**config.mk**
```make
export PLATFORM = sky130hd
export DESIGN_NAME = seq_run_ctrl_flat
export DESIGN_NICKNAME = d
export VERILOG_FILES = /design/src/rtl/seq_run_ctrl_pkg.sv /design/src/rtl/seq_run_ctrl_if.sv /design/src/rtl/seq_run_ctrl_core.sv /design/src/rtl/seq_run_ctrl.sv /design/src/flat_wrapper.sv
export SDC_FILE = /design/constraint.sdc
export NUM_CORES = 1
export LEC_CHECK = 0
export CAP_MARGIN = 15
export CORE_ASPECT_RATIO = 0.7
export CORE_MARGIN = 1.5
export CORE_UTILIZATION = 33
export CTS_CLUSTER_DIAMETER = 80
export DETAILED_ROUTE_END_ITERATION = 8
export PLACE_DENSITY = 0.59
export SETUP_SLACK_MARGIN = 0.3
export SYNTH_ARGS = -nofsm -noshare
export SYNTH_HDL_FRONTEND = slang
export SYNTH_HIERARCHICAL = 1
export SYNTH_SLANG_ARGS = --single-unit
```
**constraint.sdc**
```tcl
create_clock -name clk -period 2.75 [get_ports clk]
set_input_delay 0.4125 -clock clk [delete_from_list [all_inputs] [get_ports clk]]
set_output_delay 0.4125 -clock clk [all_outputs]
set_load 0.05 [all_outputs]
```
**src/rtl/seq_run_ctrl_pkg.sv**
```systemverilog
// Shared constants for the run controller: FSM state encoding, sequence codes
// and the next-code function of the custom 3-bit sequence.
package seq_pkg;

  localparam logic [1:0] IDLE  = 2'd0;
  localparam logic [1:0] RUN   = 2'd1;
  localparam logic [1:0] PAUSE = 2'd2;
  localparam logic [1:0] DONE  = 2'd3;

  localparam logic [2:0] S0 = 3'b000;
  localparam logic [2:0] S1 = 3'b010;
  localparam logic [2:0] S2 = 3'b011;
  localparam logic [2:0] S3 = 3'b101;
  localparam logic [2:0] S4 = 3'b111;

  // Codes outside the sequence fall back to S0 so a corrupted counter recovers.
  function automatic logic [2:0] next_code(input logic [2:0] code);
    logic [2:0] nxt;
    case (code)
      S0:      nxt = S1;
      S1:      nxt = S2;
      S2:      nxt = S3;
      S3:      nxt = S4;
      default: nxt = S0;
    endcase
    return nxt;
  endfunction

endpackage

```
**src/rtl/seq_run_ctrl_if.sv**
```systemverilog
// Host-side handshake bundle of the run controller: run request inputs and
// the registered status outputs.
interface seq_run_ctrl_if #(
  parameter int unsigned CNT_W = 8
);
  logic             start;
  logic [CNT_W-1:0] len;
  logic             pause;
  logic             abort;
  logic [2:0]       q;
  logic             busy;
  logic             done;
  logic             wrap;
  logic [CNT_W-1:0] step_cnt;

  modport master (
    output start, len, pause, abort,
    input  q, busy, done, wrap, step_cnt
  );

  modport slave (
    input  start, len, pause, abort,
    output q, busy, done, wrap, step_cnt
  );
endinterface

```
**src/rtl/seq_run_ctrl_core.sv**
```systemverilog
// Sequence counter datapath: holds the current code, advances on en, clears
// on clr (clr wins) and flags the 111->000 transition one cycle later.
module seq_core
  import seq_pkg::*;
(
  input  logic       clk,
  input  logic       rst_n,
  input  logic       en,
  input  logic       clr,
  output logic [2:0] q,
  output logic       wrap
);

  logic [2:0] q_d, q_q;
  logic       wrap_d, wrap_q;

  always_comb begin
    q_d    = q_q;
    wrap_d = 1'b0;
    if (clr) begin
      q_d = S0;
    end else if (en) begin
      q_d    = next_code(q_q);
      wrap_d = (q_q == S4);
    end
  end

  always_ff @(posedge clk or negedge rst_n) begin
    if (!rst_n) begin
      q_q    <= S0;
      wrap_q <= 1'b0;
    end else begin
      q_q    <= q_d;
      wrap_q <= wrap_d;
    end
  end

  assign q    = q_q;
  assign wrap = wrap_q;

endmodule

```
**src/rtl/seq_run_ctrl.sv**
```systemverilog
// Run controller: accepts a start/len request, enables the sequence counter
// for len advances with pause/abort, and pulses done on normal completion.
module seq_run_ctrl
  import seq_pkg::*;
#(
  parameter int unsigned CNT_W = 8
) (
  input logic           clk,
  input logic           rst_n,
  seq_run_ctrl_if.slave bus
);

  logic [1:0]       state_d, state_q;
  logic [CNT_W-1:0] len_d, len_q;
  logic [CNT_W-1:0] cnt_d, cnt_q;
  logic             core_en, core_clr;

  always_comb begin
    state_d  = state_q;
    len_d    = len_q;
    cnt_d    = cnt_q;
    core_en  = 1'b0;
    core_clr = 1'b0;
    case (state_q)
      IDLE: begin
        if (bus.start) begin
          if (bus.len != '0) begin
            state_d  = RUN;
            len_d    = bus.len;
            cnt_d    = '0;
            core_clr = 1'b1;
          end else begin
            // Zero-length run completes at once, leaving q and step_cnt alone.
            state_d = DONE;
          end
        end
      end
      RUN: begin
        if (bus.abort) begin
          state_d = IDLE;
        end else if (bus.pause) begin
          state_d = PAUSE;
        end else begin
          core_en = 1'b1;
          cnt_d   = cnt_q + CNT_W'(1);
          if (cnt_d == len_q) state_d = DONE;
        end
      end
      PAUSE: begin
        if (bus.abort) begin
          state_d = IDLE;
        end else if (!bus.pause) begin
          state_d = RUN;
        end
      end
      default: state_d = IDLE;
    endcase
  end

  always_ff @(posedge clk or negedge rst_n) begin
    if (!rst_n) begin
      state_q <= IDLE;
      len_q   <= '0;
      cnt_q   <= '0;
    end else begin
      state_q <= state_d;
      len_q   <= len_d;
      cnt_q   <= cnt_d;
    end
  end

  seq_core u_core (
    .clk   (clk),
    .rst_n (rst_n),
    .en    (core_en),
    .clr   (core_clr),
    .q     (bus.q),
    .wrap  (bus.wrap)
  );

  assign bus.busy     = (state_q == RUN) || (state_q == PAUSE);
  assign bus.done     = (state_q == DONE);
  assign bus.step_cnt = cnt_q;

endmodule

```
**src/flat_wrapper.sv**
```systemverilog
// flat-port wrapper written by rule: the top's interface ports become plain ports
module seq_run_ctrl_flat import seq_pkg::*;
#(
  parameter int unsigned CNT_W = 8
)
  (clk, rst_n, bus_start, bus_len, bus_pause, bus_abort, bus_q, bus_busy, bus_done, bus_wrap, bus_step_cnt);
  seq_run_ctrl_if #(.CNT_W(CNT_W)) bus_i ();
  input logic clk;
  input logic rst_n;
  input wire logic [$bits(bus_i.start)-1:0] bus_start;
  input wire logic [$bits(bus_i.len)-1:0] bus_len;
  input wire logic [$bits(bus_i.pause)-1:0] bus_pause;
  input wire logic [$bits(bus_i.abort)-1:0] bus_abort;
  output wire logic [$bits(bus_i.q)-1:0] bus_q;
  output wire logic [$bits(bus_i.busy)-1:0] bus_busy;
  output wire logic [$bits(bus_i.done)-1:0] bus_done;
  output wire logic [$bits(bus_i.wrap)-1:0] bus_wrap;
  output wire logic [$bits(bus_i.step_cnt)-1:0] bus_step_cnt;
  assign bus_i.start = bus_start;
  assign bus_i.len = bus_len;
  assign bus_i.pause = bus_pause;
  assign bus_i.abort = bus_abort;
  assign bus_q = bus_i.q;
  assign bus_busy = bus_i.busy;
  assign bus_done = bus_i.done;
  assign bus_wrap = bus_i.wrap;
  assign bus_step_cnt = bus_i.step_cnt;
  seq_run_ctrl #(.CNT_W(CNT_W)) u_core (.clk(clk), .rst_n(rst_n), .bus(bus_i));
endmodule
```
==> impl_metrics.env <==
export IMPL_core_area_mm2=0.00390
export IMPL_grt_ovfl_total=0
export IMPL_ir_drop_mv=0.543
export IMPL_post_route_drc_count=0
export IMPL_setup_viol=0
export IMPL_nNetsFinal=189
export IMPL_hold_path_class="in2async"
export IMPL_track_usage=0.151
export IMPL_ys_types=38
export IMPL_clock_sinks=22
export IMPL_fmax_ghz=0.427
export IMPL_final_common_cell="clkdlybuf4s50_1"
export IMPL_vias=1112
export IMPL_dp_hpwl_um=2390
export IMPL_floorplan_initialDensity=0.341
export IMPL_drv_cap=0
export IMPL_synth_nets=156
export IMPL_grt_max_degree=15
export IMPL_yosys_register_bits=22
export IMPL_ff2ff_setup_slack_ps=410
export IMPL_path_max_fanout=7
export IMPL_timing_setup_tns_ps=0
export IMPL_async_reset_ff_frac=1.00
export IMPL_critical_path_class="reg2reg"
export IMPL_drtIter0Drc=69
export IMPL_run_status="completed"
export IMPL_cp_end_kind="register"
export IMPL_most_common_layout_cells="clkdlybuf4s50_1, dfrtp_1, nand2_1"
export IMPL_first_global_vias=1043
export IMPL_grt_pass1_wl_um=5110
export IMPL_period_share=0.851
export IMPL_cts_made_buffers=3
export IMPL_firstDrtPassIters=4
export IMPL_synth_warning_count=6
export IMPL_cts_root_buf="clkbuf_8"
export IMPL_cp_start_kind="register"
export IMPL_port_buffers=26
export IMPL_wl_per_cell_um=14.3
export IMPL_ant_nets=0
export IMPL_ios=27
export IMPL_worst_slew_pin_slew_ps=637
export IMPL_cts_hold_buf=0
export IMPL_synthCells=138
export IMPL_r2r_worst_path_cells=7
export IMPL_final_max_slew_viol_count=0
export IMPL_antenna_cells_inserted=0
export IMPL_finalPower_mw=1.99
export IMPL_wl_um=3170
export IMPL_dieHeight_um=56.1
export IMPL_htreeDepth=1
export IMPL_slew_headroom=0.572
export IMPL_fin_skew_ps=1.25
export IMPL_path_clk_slew_ps=80
export IMPL_viasPerCell=5.01
export IMPL_cts_tree="yes"
export IMPL_critPathRequiredTime_ps=2900
export IMPL_layout_drive_gt1_share=0.124
export IMPL_dieArea_mm2=0.00443
export IMPL_synth_area_mm2=0.00133
export IMPL_insertion_delay_ps=260
export IMPL_min_period_ps=2340
export IMPL_hold_violations=0
export IMPL_syn_to_final_growth_pct=30.6
export IMPL_ys_seq_area_frac=0.414
export IMPL_antenna_found_initial=0
export IMPL_cts_path_max_buffers=2
export IMPL_p_per_area_mw_per_mm2=1140
export IMPL_leakagePower_nw=0.696
export IMPL_syn_area_per_cell_um2=9.65
export IMPL_row_count=19
export IMPL_critPathArrivalTime_ps=2490
export IMPL_nFillCells=399
export IMPL_rsz0062_at_grt="false"
export IMPL_utilization=0.446
export IMPL_fp_dieW_um=78.9
export IMPL_synth_main_ff_cell="dfrtp_1"
export IMPL_synth_edf_count=0
export IMPL_gp_congestion=0.775
==> worst paths after layout <==
check / endpoint / from
setup reg to reg: u_core/state_q[1] / u_core/bus.step_cnt[1]
max in group asynchronous: u_core/len_q[4] / rst_n
setup / recovery: u_core/state_q[1] / u_core/bus.step_cnt[1]
hold reg to reg: u_core/len_q[5] / u_core/len_q[5]
min in group clk: u_core/len_q[5] / u_core/len_q[5]
hold / removal: u_core/bus.step_cnt[2] / rst_n
==> flip-flops by register name (all words and copies together) (netlist names) <==
signal	cells
u_core/len_q	8
u_core/state_q	2
u_core/u_core/q	3
u_core/u_core/wrap	1
u_core/bus.step_cnt	8
==> metrics by stage <==
step	hold WS (ps)	worst slack, ps	std cells	cell area, um^2
after floorplan	117	357	138	1330
after global placement	510	338	216	1660
after detailed placement	519	246	216	1660
after CTS	534	336	220	1710
after global routing	553	332	222	1740
final	516	409	222	1740
==> what timing repair did <==
action | 4_1_cts | 5_1_grt
endpoints found under the hold margin | 0 | 0
gates resized for setup | 0 | 2
buffers inserted | 0 | 2
endpoints found under the setup margin | 0 | 8
==> report_power, final <==
part	switching, mW	internal (mW)	leakage [nW]	total [mW]
clock network	0.106	0.103	0.0228	0.210
logic	0.680	0.471	0.401	1.15
registers	0.169	0.460	0.273	0.629
total	0.955	1.03	0.696	1.99
==> Yosys cell counts, drive strengths merged, types with 3 or more instances <==
cell	instances	area [um^2]
inv	8	30.0
o21ai	12	60.1
mux2	10	113
ha	5	62.6
dfrtp	22	551
nand3	3	15.0
xnor2	5	43.8
nor3	8	45.0
xor2	5	43.8
nand2	13	48.8
nor2	7	26.3
a21oi	10	50.1
nand4	4	25.0
==> metal layers <==
layer,GRT usage,up-vias,routed length (um)
met1,0.216,522,1660
met5,0,-,0
met4,0.0451,0,34
met2,0.222,20,1360
met3,0.0410,6,116
li1,-,564,-
==> cells by family after synthesis <==
group	share of synthesized area
AND/OR/NAND/NOR	0.195
AO/OA/AOI/OAI	0.157
flip-flops	0.414
multiplexers	0.0921
XOR/XNOR	0.0658
buffers and inverters	0.0301
adder cells (fa/ha/maj)	0.0470
==> layout make-up <==
class,count,area [um^2],share of cell area
sequential,22,553,0.318
inverter,8,30.0,0.0173
clock buffer,4,45.0,0.0259
timing repair buffer,30,290,0.167
multi-input combinational,106,756,0.435
tap,52,65.1,0.0374
==> worst max-delay path, cell delays in order (launching register included) <==
cell and delay [ps]:
dfrtp_2 460, ha_1 320, xor2_1 200, a31oi_4 140, nand4_1 100, o41a_1 460
a31oi_4 200, mux2_1 340
Note: power is estimated with default switching activity, not from simulation.
